### src/rtl/psum_rmw_ctrl.sv
// Read-modify-write accumulator in front of the 128-bit partial-sum SRAM.
// Each accepted row is added lane-wise (saturating, optional ReLU) to the stored row and written back.
module psum_rmw_ctrl #(
    parameter int col     = 8,
    parameter int psum_bw = 16,
    parameter int addr_bw = 11
) (
    input  logic                     CLK,
    input  logic                     reset_n,
    input  logic                     in_valid,
    output logic                     in_ready,
    input  logic [col*psum_bw-1:0]   in_data,
    input  logic [addr_bw-1:0]       in_addr,
    input  logic                     in_first,
    input  logic                     in_relu,
    output logic                     sram_cen,
    output logic                     sram_wen,
    output logic [addr_bw-1:0]       sram_a,
    output logic [col*psum_bw-1:0]   sram_d,
    input  logic [col*psum_bw-1:0]   sram_q,
    output logic                     busy,
    output logic [15:0]              wr_count
);

    localparam logic [1:0] IDLE = 2'd0;
    localparam logic [1:0] RD   = 2'd1;
    localparam logic [1:0] WR   = 2'd2;

    logic [1:0]               state;
    logic [1:0]               state_nxt;
    logic [col*psum_bw-1:0]   hold_data;
    logic [addr_bw-1:0]       hold_addr;
    logic                     hold_first;
    logic                     hold_relu;
    logic [col*psum_bw-1:0]   d_last;
    logic [col*psum_bw-1:0]   result;
    logic                     accept;

    logic [psum_bw-1:0]       old_l;
    logic [psum_bw-1:0]       add_l;
    logic [psum_bw:0]         sum_l;
    logic [psum_bw-1:0]       lane_l;

    assign in_ready = (state != RD);
    assign accept   = in_valid && in_ready;
    assign busy     = (state != IDLE);
    assign sram_cen = (state == IDLE);
    assign sram_wen = (state != WR);
    assign sram_a   = hold_addr;
    // d_last keeps the write-data pins stable outside WR
    assign sram_d   = (state == WR) ? result : d_last;

    always_comb begin
        result = '0;
        old_l  = '0;
        add_l  = '0;
        sum_l  = '0;
        lane_l = '0;
        for (int unsigned i = 0; i < col; i++) begin
            old_l = hold_first ? '0 : sram_q[i*psum_bw +: psum_bw];
            add_l = hold_data[i*psum_bw +: psum_bw];
            sum_l = {old_l[psum_bw-1], old_l} + {add_l[psum_bw-1], add_l};
            // top two bits disagree only on signed overflow; saturate toward the true sign
            if (sum_l[psum_bw] != sum_l[psum_bw-1])
                lane_l = sum_l[psum_bw] ? {1'b1, {(psum_bw-1){1'b0}}}
                                        : {1'b0, {(psum_bw-1){1'b1}}};
            else
                lane_l = sum_l[psum_bw-1:0];
            if (hold_relu && lane_l[psum_bw-1])
                lane_l = '0;
            result[i*psum_bw +: psum_bw] = lane_l;
        end
    end

    always_comb begin
        state_nxt = IDLE;
        case (state)
            IDLE, WR: begin
                if (accept)
                    state_nxt = in_first ? WR : RD;
                else
                    state_nxt = IDLE;
            end
            RD:      state_nxt = WR;
            default: state_nxt = IDLE;
        endcase
    end

    always_ff @(posedge CLK or negedge reset_n) begin
        if (!reset_n) begin
            state      <= IDLE;
            hold_data  <= '0;
            hold_addr  <= '0;
            hold_first <= 1'b0;
            hold_relu  <= 1'b0;
            d_last     <= '0;
            wr_count   <= '0;
        end else begin
            state <= state_nxt;
            if (accept) begin
                hold_data  <= in_data;
                hold_addr  <= in_addr;
                hold_first <= in_first;
                hold_relu  <= in_relu;
            end
            if (state == WR) begin
                d_last   <= result;
                wr_count <= wr_count + 16'd1;
            end
        end
    end

endmodule

### config.mk
export PLATFORM = sky130hd
export DESIGN_NAME = psum_rmw_ctrl
export DESIGN_NICKNAME = d
export VERILOG_FILES = /design/src/rtl/psum_rmw_ctrl.sv
export SDC_FILE = /design/constraint.sdc
export NUM_CORES = 1
export LEC_CHECK = 0
export BUFFER_PORTS_ARGS = -buffer_cell sky130_fd_sc_hd__buf_2
export CELL_PAD_IN_SITES_DETAIL_PLACEMENT = 1
export CELL_PAD_IN_SITES_GLOBAL_PLACEMENT = 1
export CORE_MARGIN = 2
export CORE_UTILIZATION = 45
export CTS_CLUSTER_DIAMETER = 50
export DETAILED_ROUTE_END_ITERATION = 16
export GPL_ROUTABILITY_DRIVEN = 0
export PLACE_DENSITY = 0.85
export SETUP_SLACK_MARGIN = 0.05
export SLEW_MARGIN = 25
export SYNTH_ARGS = -nofsm -noshare
export SYNTH_HDL_FRONTEND = slang
export SYNTH_SLANG_ARGS = --single-unit
export TNS_END_PERCENT = 5
### constraint.sdc
create_clock -name CLK -period 8 [get_ports CLK]
set_input_delay 1.2 -clock CLK [delete_from_list [all_inputs] [get_ports CLK]]
set_output_delay 1.2 -clock CLK [all_outputs]
set_load 0.02 [all_outputs]
==> results.cfg, run 1 <==
[cells_and_area]
fin_area_um2 = 22000
fill_cells = 4486
drive_above_1_share_pct = 31.6
area_delta_synth_final_pct = 24.6
nets = 2598

[clock_tree]
postCtsSetupBuffers = 0
cts_hold_buf = 0
htreeDepth = 2
cts.clk_slew.worst_paths_ns = 0.05
cts_buffers = 44
worstSkewPairLatency_ns = 0.58
root_buffer = clkbuf_16
cts_tree = done
cts_resized = 0
cts.sinks = 287
clockBufferDepth = 3

[sta]
clock_skew_ns = 0.0140
setup_violations = 0
slew_violations = 0
period_share_pct = 91.0
hold_viol = 0
worst_pin_slew_ns = 0.966
finalCriticalPeriod_ns = 7.28
rsz0062_at_grt = false
max-slew-margin-rel_pct = 35.6
max_freq_ghz = 0.137
fin_setup_tns_ns = 0

[global_route]
grt_max_degree = 118
grt_pass1_vias = 17300
grt_pass1_wl_um = 94000
grt_use_total_pct = 29.1
overflow = 0
antenna_found_initial = 19

[floorplan]
die_area_um2 = 40800
initial_utilization_pct = 45.7
die_h_um = 202
num_rows = 72
coreArea_um2 = 38600
top_level_ports = 431
fp.dieW_um = 202

[setup_path]
reg2reg_slack_ns = 2.54
cp.arrival_ns = 6.08
rr_worst_depth = 15
worst_setup_path_end_kind = output port
reg2reg_from = hold_first
crit_path_max_fanout = 70
start_kind = register
worstPathRequired_ns = 6.80
worstReg2RegEnd = d_last[0]
critical_path_class = reg2out

[power]
leakagePower_nw = 10.7
swShare_pct = 40.5
max-vdd-ir-drop_mv = 0.228
pwr-share-seq_pct = 28.6
clockPowerShare_pct = 29.2
netSwitchingPower_w = 0.00292
comb_power_share_pct = 42.3
p_int_w = 0.00428
power_density_nw_per_um2 = 327

[synthesis]
ys_types = 78
ys_ff_latch = 287
yosysTopAreaCell = dfrtp_1
synthArstFlopShare_pct = 100
syn_inst = 1752
syn_area_per_cell_um2 = 10.1
synth-main-ff-cell = dfrtp_1
yosysWarnings = 0
yosys-top-cells-area = dfrtp_1, ha_1, mux2_2
synth_edf_count = 0
syn_area_um2 = 17600
synth_nets = 2175
synth_seq_area_share_pct = 40.7
yosysTopAreaCellShare_pct = 40.7

[placed_design]
hpwlAfterDp_um = 43600
port_buffers = 430
placed_cell_area_um2 = 20300

[min_path]
holdPathEnd = d_last[127]
min_from = d_last[127]
hold_depth = 2
hold_path.class = reg2reg

[route]
drt_iter0_markers = 722
wire_per_inst_um = 21.9
antenna_left = 0
totalWireLength_um = 60000
drc = 0
viasPerCell = 5.66
vias = 15500
dr.pass1.iters = 5

[job]
cap_viol_max_count = 0

[status]
status = finished, final reports clean
cell families after synthesis:
kind of cell / count (synthesis) / synth area share (%)
AO/OA/AOI/OAI: 418 / 16.0
XOR/XNOR: 113 / 5.61
adder cells (fa/ha/maj): 151 / 11.0
buffers and inverters: 107 / 2.40
flip-flops: 287 / 40.7
multiplexers: 148 / 9.42
AND/OR/NAND/NOR: 528 / 14.8
layout make-up:
type,count,area (µm²),area share [%]
Multi-Input combinational cell,1358,10100,45.8
Sequential cell,287,7190,32.7
Timing Repair Buffer,445,2290,10.4
Clock buffer,51,1200,5.45
Tap cell,518,648,2.95
Clock inverter,29,397,1.80
Inverter,39,149,0.677
Antenna cell,15,37.5,0.171
cells in the mapped netlist, types with 5 or more instances:
master	count
nand3b_1	9
nor3_1	25
a41oi_1	5
o21ai_1	5
clkbuf_1	57
nor2b_1	138
o21a_1	16
o31ai_1	5
a22oi_1	5
nand3_1	25
a211o_1	7
a21o_1	36
ha_1	143
xor2_1	37
a211oi_1	11
o211ai_1	6
dfrtp_1	287
nor2_1	127
o21ai_0	117
a221o_1	35
nand2_1	142
or3_1	9
o21bai_1	13
a21oi_1	91
nand2b_1	9
buf_1	6
or2_2	5
a31o_2	6
nand4_1	10
and2_1	5
xnor2_1	76
a31oi_1	17
fa_1	8
mux2_2	144
and3_1	11
inv_1	38
power groups by stage:
stage | sequential (W) | combinational, W | clock (W)
finish | 0.00205 | 0.00304 | 0.00210
detailed placement | 0.00207 | 0.00298 | 0
floorplan | 0.00202 | 0.00201 | 0
CTS | 0.00206 | 0.00303 | 0.00214
global route | 0.00209 | 0.00328 | 0.00220
global placement | 0.00204 | 0.00286 | 0
placed cells by master (no fill, tap or decap), types with 6 or more instances in the layout:
cell type  netlist  final
fa_1             8      8
a21oi_1         91     90
xnor2_1         76     76
dfrtp_1        287    286
clkbuf_16        0     45
mux2_2         144    144
inv_6            0      8
nand2b_1         9      9
xor2_1          37     37
nand2_1        142    141
o211ai_1         6      6
ha_1           143    143
bufinv_16        0      7
a31o_2           6      6
nor2b_1        138    137
nand4_1         10     10
or3_1            9      9
diode_2          0     15
nor3_1          25     25
buf_4            1     14
o21a_1          16     16
a21o_1          36     36
o21ai_0        117    116
nand3b_1         9      9
inv_1           38     38
o21ai_1          5      6
nor2_1         127    127
a221o_1         35     35
nand3_1         25     25
a211oi_1        11     11
a31oi_1         17     17
buf_2            2    429
o21bai_1        13     13
a211o_1          7      7
and3_1          11     11
critical path, stage by stage, from the launching register on:
cell and delay (ns):
dfrtp_4 1.01, buf_4 0.33, nor2b_1 0.07, ha_1 0.35, a21oi_1 0.11, o21ai_0 0.34
nor2_1 0.17, o311ai_0 0.67, a311o_1 0.29, xor2_1 0.24, ha_1 0.47, inv_1 0.18
nor3_1 0.21, a211o_1 0.39, nor2_1 0.13, a221o_1 0.32, buf_2 0.18
flip-flops by register name, indices dropped and copies added (netlist names):
register and count:
d_last 128, hold_data 128, hold_first 1, hold_relu 1
sram_a 11, state 2, wr_count 16
metrics by stage:
step	total power (W)	utilization, %	hold WS, ns	setup WS (ns)	instances
2_1_floorplan	0.00402	-	0.455	2.08	1752
3_3_place_gp	0.00491	52.5	0.456	1.50	2646
3_5_place_dp	0.00505	52.6	0.463	1.25	2646
4_1_cts	0.00722	56.7	0.474	0.583	2726
5_1_grt	0.00757	56.9	0.482	0.203	2740
6_report	0.00719	56.9	0.473	0.717	2742
per-layer routing:
metal	up-vias	part of all wire, %	global-route usage [%]
li1	7130	-	-
met1	7740	39	33.0
met2	486	50	51.4
met3	162	5.8	6.90
met4	10	4.9	14.0
met5	-	0.11	0
worst max-delay path by stage:
stage          slack, ns          to  startpoint  cells past startpoint
6_report            0.72   sram_d[0]  hold_first                     16
5_1_grt             0.20   sram_d[1]  hold_first                     16
4_1_cts             0.58  sram_d[33]  hold_first                     16
3_5_place_dp        1.25  sram_d[34]  hold_first                     16
3_3_place_gp        1.50  sram_d[33]  sram_q[32]                     16
2_1_floorplan       2.08  sram_d[21]  sram_q[17]                     15
Power figures use the tool's default switching activity.
==> run 2: changes to the inputs <==
Settings changed: CORE_ASPECT_RATIO from default to 0.6.
Clock period 8 ns to 8.8 ns, I/O delays scaled along.
==> run 2 against run 1 <==
Effect of this change:
- utilization fell by 1.5 points
- cell count fell by 0.73%
- final area fell by 2.0%
- sequential cell count did not move
- largest cell class unchanged
- critical path depth rose by 1
- critical path type unchanged
- power fell by 14%
==> results.cfg, run 2 (synthesis results as in run 1) <==
[status]
status = finished, final reports clean

[sta]
fin_setup_tns_ns = 0
setup_violations = 0
rsz0062_at_grt = false
slew_violations = 0
whs_ns = 0.485
max_freq_ghz = 0.137
max-slew-margin-rel_pct = 37.5
period_share_pct = 82.8
hold_viol = 0
worst_pin_slew_ns = 0.934
finalCriticalPeriod_ns = 7.29
clock_skew_ns = 0.0122

[global_route]
top_usage_layer = met2
antenna_found_initial = 18
grt_use_met2_pct = 46.4
grt_use_total_pct = 28.6
grt_pass1_wl_um = 92700
use_met3_pct = 5.19
grt_pass1_vias = 16500
met1_usage_pct = 37.8
grt_max_degree = 149
overflow = 0

[min_path]
min_from = d_last[127]
hold_path.class = reg2reg

[floorplan]
initial_utilization_pct = 45.4
num_rows = 56
fp.dieW_um = 260
top_level_ports = 431
die_h_um = 157
die_area_um2 = 40900
coreArea_um2 = 38900

[route]
totalWireLength_um = 60000
vias = 15400
antenna_left = 0
drt_iter0_markers = 903
wire_per_inst_um = 22.0
viasPerCell = 5.67
drc = 0
dr.pass1.iters = 5

[setup_path]
crit_path_max_fanout = 59
reg2reg_from = hold_first
cp_cell_sequence = buf_12 > nor2b_1 > ha_1 > a21o_1 > a21oi_1 > o21ai_0 > nor2_1 > o311ai_0 > a311o_1 > xor2_1 > ha_1 > inv_1 > nor3_1 > a211o_1 > nor2_1 > a221o_1 > buf_2
crit_start = hold_first
start_kind = register
crit_slowest_cell = dfrtp_4
critical_path_class = reg2out
path_delay_family = compound AO/OA/AOI/OAI gates
slowest_delay_ns = 0.88
worstPathRequired_ns = 7.48
worst_setup_path_end_kind = output port
cp.arrival_ns = 5.97
cp_num_buf_inv = 3

[cells_and_area]
area_delta_synth_final_pct = 22.1
final_cell_count_no_fill = 2722
layout_commonest_cell = buf_2
nets = 2585
final_cell_mix = buf_2, dfrtp_1, mux2_2
reg_top3 = d_last (128), hold_data (128), wr_count (16)
fin_util_pct = 55.4
drive_above_1_share_pct = 30.6

[clock_tree]
cts.clk_slew.worst_paths_ns = 0.06
cts_hold_buf = 0
worstSkewPairLatency_ns = 0.52
root_buffer = clkbuf_16
cts_tree = done
cts.sinks = 287
clockBufferDepth = 3
htreeDepth = 2
cts_resized = 0
postCtsSetupBuffers = 0
cts_buffers = 35

[placed_design]
hpwlAfterDp_um = 44800
port_buffers = 430
dp.cells = 2647

[power]
leakagePower_nw = 10.5
power_density_nw_per_um2 = 285
max-vdd-ir-drop_mv = 0.206

[job]
cap_viol_max_count = 0
## run 2: worst paths after layout
kind / depth (start not counted) / to / slack, ns
max: 17 / sram_d[0] / 1.51
min: 2 / d_last[127] / 0.48
max reg2reg: 16 / d_last[0] / 3.39
min reg2reg: 2 / d_last[127] / 0.48
max in group asynchronous: 2 / hold_data[120] / 6.55
min in group asynchronous: 1 / hold_data[37] / 0.81
## run 2: final cells by class
| cell class | count | area, µm² |
|---|---|---|
| fillers | 4498 | 17300 |
| multi-input cells | 1358 | 10100 |
| flip-flops and latches | 287 | 7190 |
| repair buffers | 441 | 2270 |
| clock buffers | 50 | 1020 |
| well taps | 522 | 653 |
| clock inverters | 10 | 156 |
| inverters | 39 | 149 |
| diodes | 15 | 37.5 |
## run 2: per-stage QoR
step,power [W],cell area (µm²),setup WS [ns]
finish,0.00615,21500,1.51
global route,0.00651,21500,1.07
CTS,0.00617,21500,1.38
detailed placement,0.00460,20300,1.84
global placement,0.00447,20300,1.85
floorplan,0.00366,17600,2.64
## run 2: where the power goes
part | internal [W] | leakage, nW | switching [W] | total [W]
logic | 0.000999 | 6.42 | 0.00177 | 0.00277
registers | 0.00169 | 3.46 | 0.000174 | 0.00186
clock network | 0.000927 | 0.578 | 0.000591 | 0.00152
## run 2: worst register-to-register path, stage by stage (launching register included)
cell	delay, ns
dfrtp_4	0.88
buf_12	0.37
nor2b_1	0.19
ha_1	0.30
a21o_1	0.15
a21oi_1	0.21
o21ai_0	0.19
nor2_1	0.25
o311ai_0	0.27
a311o_1	0.43
xor2_1	0.16
ha_1	0.63
inv_1	0.18
nor3_1	0.21
a211o_1	0.44
nor2_1	0.14
a221o_1	0.31
## run 2: per-layer routing
layer,up-vias,routed length (µm)
met1,7756,26900
met5,-,27
met4,4,2030
met2,455,28000
met3,115,2950
li1,7102,-
==> run 3: changes to the inputs <==
Settings changed: ABC_AREA from default to 1, CORE_UTILIZATION 45 to 39, PLACE_DENSITY 0.85 to 0.79.
Clock period 8.8 ns to 7.55 ns, I/O delays scaled along.
==> run 3 against run 2 <==
Effect of this change:
- cell count rose by 50%
- sequential cell count unchanged
- hold slack worse by 0.014 ns
- synthesized cell count up 67%
- global-route usage is 1.1 points lower
==> results.cfg, run 3 <==
[status]
status = finished, final reports clean

[clock_tree]
cts_tree = done
worstSkewPairLatency_ns = 0.55
cts_buffers = 39
root_buffer = clkbuf_16
cts.sinks = 287
cts.clk_slew.worst_paths_ns = 0.06
postCtsSetupBuffers = 0
cts_resized = 0
htreeDepth = 2
cts_hold_buf = 0
clockBufferDepth = 3

[setup_path]
slowest_delay_ns = 0.98
path_delay_family = simple AND/OR/NAND/NOR gates
start_kind = register
worst_setup_path_end_kind = output port
crit_slowest_cell = dfrtp_4
cp.arrival_ns = 5.25
critical_path_class = reg2out
worstPathRequired_ns = 6.42
crit_path_max_fanout = 64
cp_num_buf_inv = 3
cp_cell_sequence = buf_4 > nor2_1 > ha_1 > nand2_1 > o21ai_0 > nand2_1 > nand3_1 > nand4_1 > nand2_1 > xor2_1 > inv_1 > ha_1 > nor2_1 > nor2_1 > nor2_1 > nand3_1 > nand2_1 > buf_2

[power]
leakagePower_nw = 14.0
power_density_nw_per_um2 = 314
max-vdd-ir-drop_mv = 0.208

[global_route]
grt_pass1_wl_um = 116000
grt_max_degree = 151
overflow = 0
antenna_found_initial = 28
grt_pass1_vias = 21900
grt_use_total_pct = 27.6

[route]
wl_met3_um = 3530
drt_iter0_markers = 1181
met1Wirelength_um = 34100
vias = 20800
dr.pass1.iters = 5
wire_per_inst_um = 18.1
top_layer = met5
viasPerCell = 5.11
antenna_left = 0
totalWireLength_um = 73900
wl_met2_um = 34000
drc = 0

[sta]
worst_pin_slew_ns = 0.957
max-slew-margin-rel_pct = 36.2
fin_setup_tns_ns = 0
timing.final.ws_setup_ns = 1.16
finalCriticalPeriod_ns = 6.39
max_freq_ghz = 0.157
period_share_pct = 84.6
clock_skew_ns = 0.0187
rsz0062_at_grt = false
hold_viol = 0
setup_violations = 0
slew_violations = 0

[cells_and_area]
drive_above_1_share_pct = 17.4
reg_top3 = d_last (128), hold_data (128), wr_count (16)
area_delta_synth_final_pct = 20.3
final_cell_mix = nand2_1, buf_2, inv_1
nets = 3749
layout_commonest_cell = nand2_1

[synthesis]
synth-main-ff-cell = dfrtp_1
ys_ff_latch = 287
synthMostInstantiatedCell = nand2_1
synth_nets = 3346
yosysWarnings = 0
yosys-top-cells-area = dfrtp_1, nand2_1, ha_1
syn_area_per_cell_um2 = 6.80
yosysTopAreaCell = dfrtp_1
ys_types = 39
syn_area_um2 = 19900
synth_seq_area_share_pct = 36.1
yosysTopAreaCellShare_pct = 36.1
synthTopCellsByCount = nand2_1, inv_1, nand3_1
synth_edf_count = 0
syn_inst = 2923
synthArstFlopShare_pct = 100

[min_path]
hold_path.class = reg2reg

[placed_design]
port_buffers = 430
hpwlAfterDp_um = 56500
post-place-ws_ns = 1.78

[floorplan]
fp.dieW_um = 296
num_rows = 64
initial_utilization_pct = 39.2
die_area_um2 = 52900
die_h_um = 179
coreArea_um2 = 50700
top_level_ports = 431

[job]
cap_viol_max_count = 0
==> run 3: layout make-up <==
| class | count | area [µm²] |
|---|---|---|
| antenna | 27 | 67.6 |
| inverter | 351 | 1320 |
| multi-input combinational | 2206 | 11000 |
| sequential | 287 | 7190 |
| tap | 693 | 867 |
| timing repair buffer | 441 | 2260 |
| clock inverter | 20 | 201 |
| clock buffer | 49 | 1060 |
| fill | 6772 | 26800 |
==> run 3: worst paths after layout <==
path                       slack, ns       start         end  depth (start not counted)
max                             1.16  hold_first  sram_d[29]                         18
min                             0.47  d_last[17]  d_last[17]                          2
max reg2reg                     2.94  hold_first  d_last[29]                         17
min reg2reg                     0.47  d_last[17]  d_last[17]                          2
max in group asynchronous       5.56     reset_n  hold_first                          2
min in group asynchronous       0.58     reset_n  d_last[20]                          1
==> run 3: metrics by stage <==
| step | total power (W) | utilization, % | cells | hold WS [ns] | area [µm²] |
|---|---|---|---|---|---|
| finish | 0.00751 | 47.2 | 4074 | 0.471 | 23900 |
| global route | 0.00804 | 47.2 | 4068 | 0.490 | 23900 |
| CTS | 0.00755 | 47.1 | 4047 | 0.475 | 23900 |
| detailed placement | 0.00564 | 44.6 | 3978 | 0.458 | 22600 |
| global placement | 0.00551 | 44.6 | 3978 | 0.456 | 22600 |
| floorplan | 0.00447 | - | 2923 | 0.455 | 19900 |
==> run 3: per-layer routing <==
| metal | vias to the layer above | global-route usage, % |
|---|---|---|
| met3 | 133 | 4.12 |
| met4 | 6 | 9.77 |
| met5 | - | 0 |
| li1 | 10000 | - |
| met2 | 475 | 45.2 |
| met1 | 10200 | 37.2 |
==> run 3: cells by family (layout without fill, tap and decap cells) <==
kind of cell    Yosys count  count (layout)  synth area share [%]
simple gates           1796            1796                  37.6
xor+xnor                 36              36                  1.59
compound gates          223             223                  6.07
buf+inv                 430             861                  8.80
flops                   287             287                  36.1
other cells               0              27                     0
fa+ha+maj               151             151                  9.80
==> run 3: report_power, final <==
part / total [W] / switching [W] / internal, W
clock network: 0.00186 / 0.000776 / 0.00108
registers: 0.00216 / 0.000197 / 0.00196
logic: 0.00349 / 0.00241 / 0.00108
==> run 3: tightest hold or removal path: stages (launching register included) <==
cell     delay [ns]
dfrtp_1        0.32
nand2_1        0.05
nand2_1        0.07
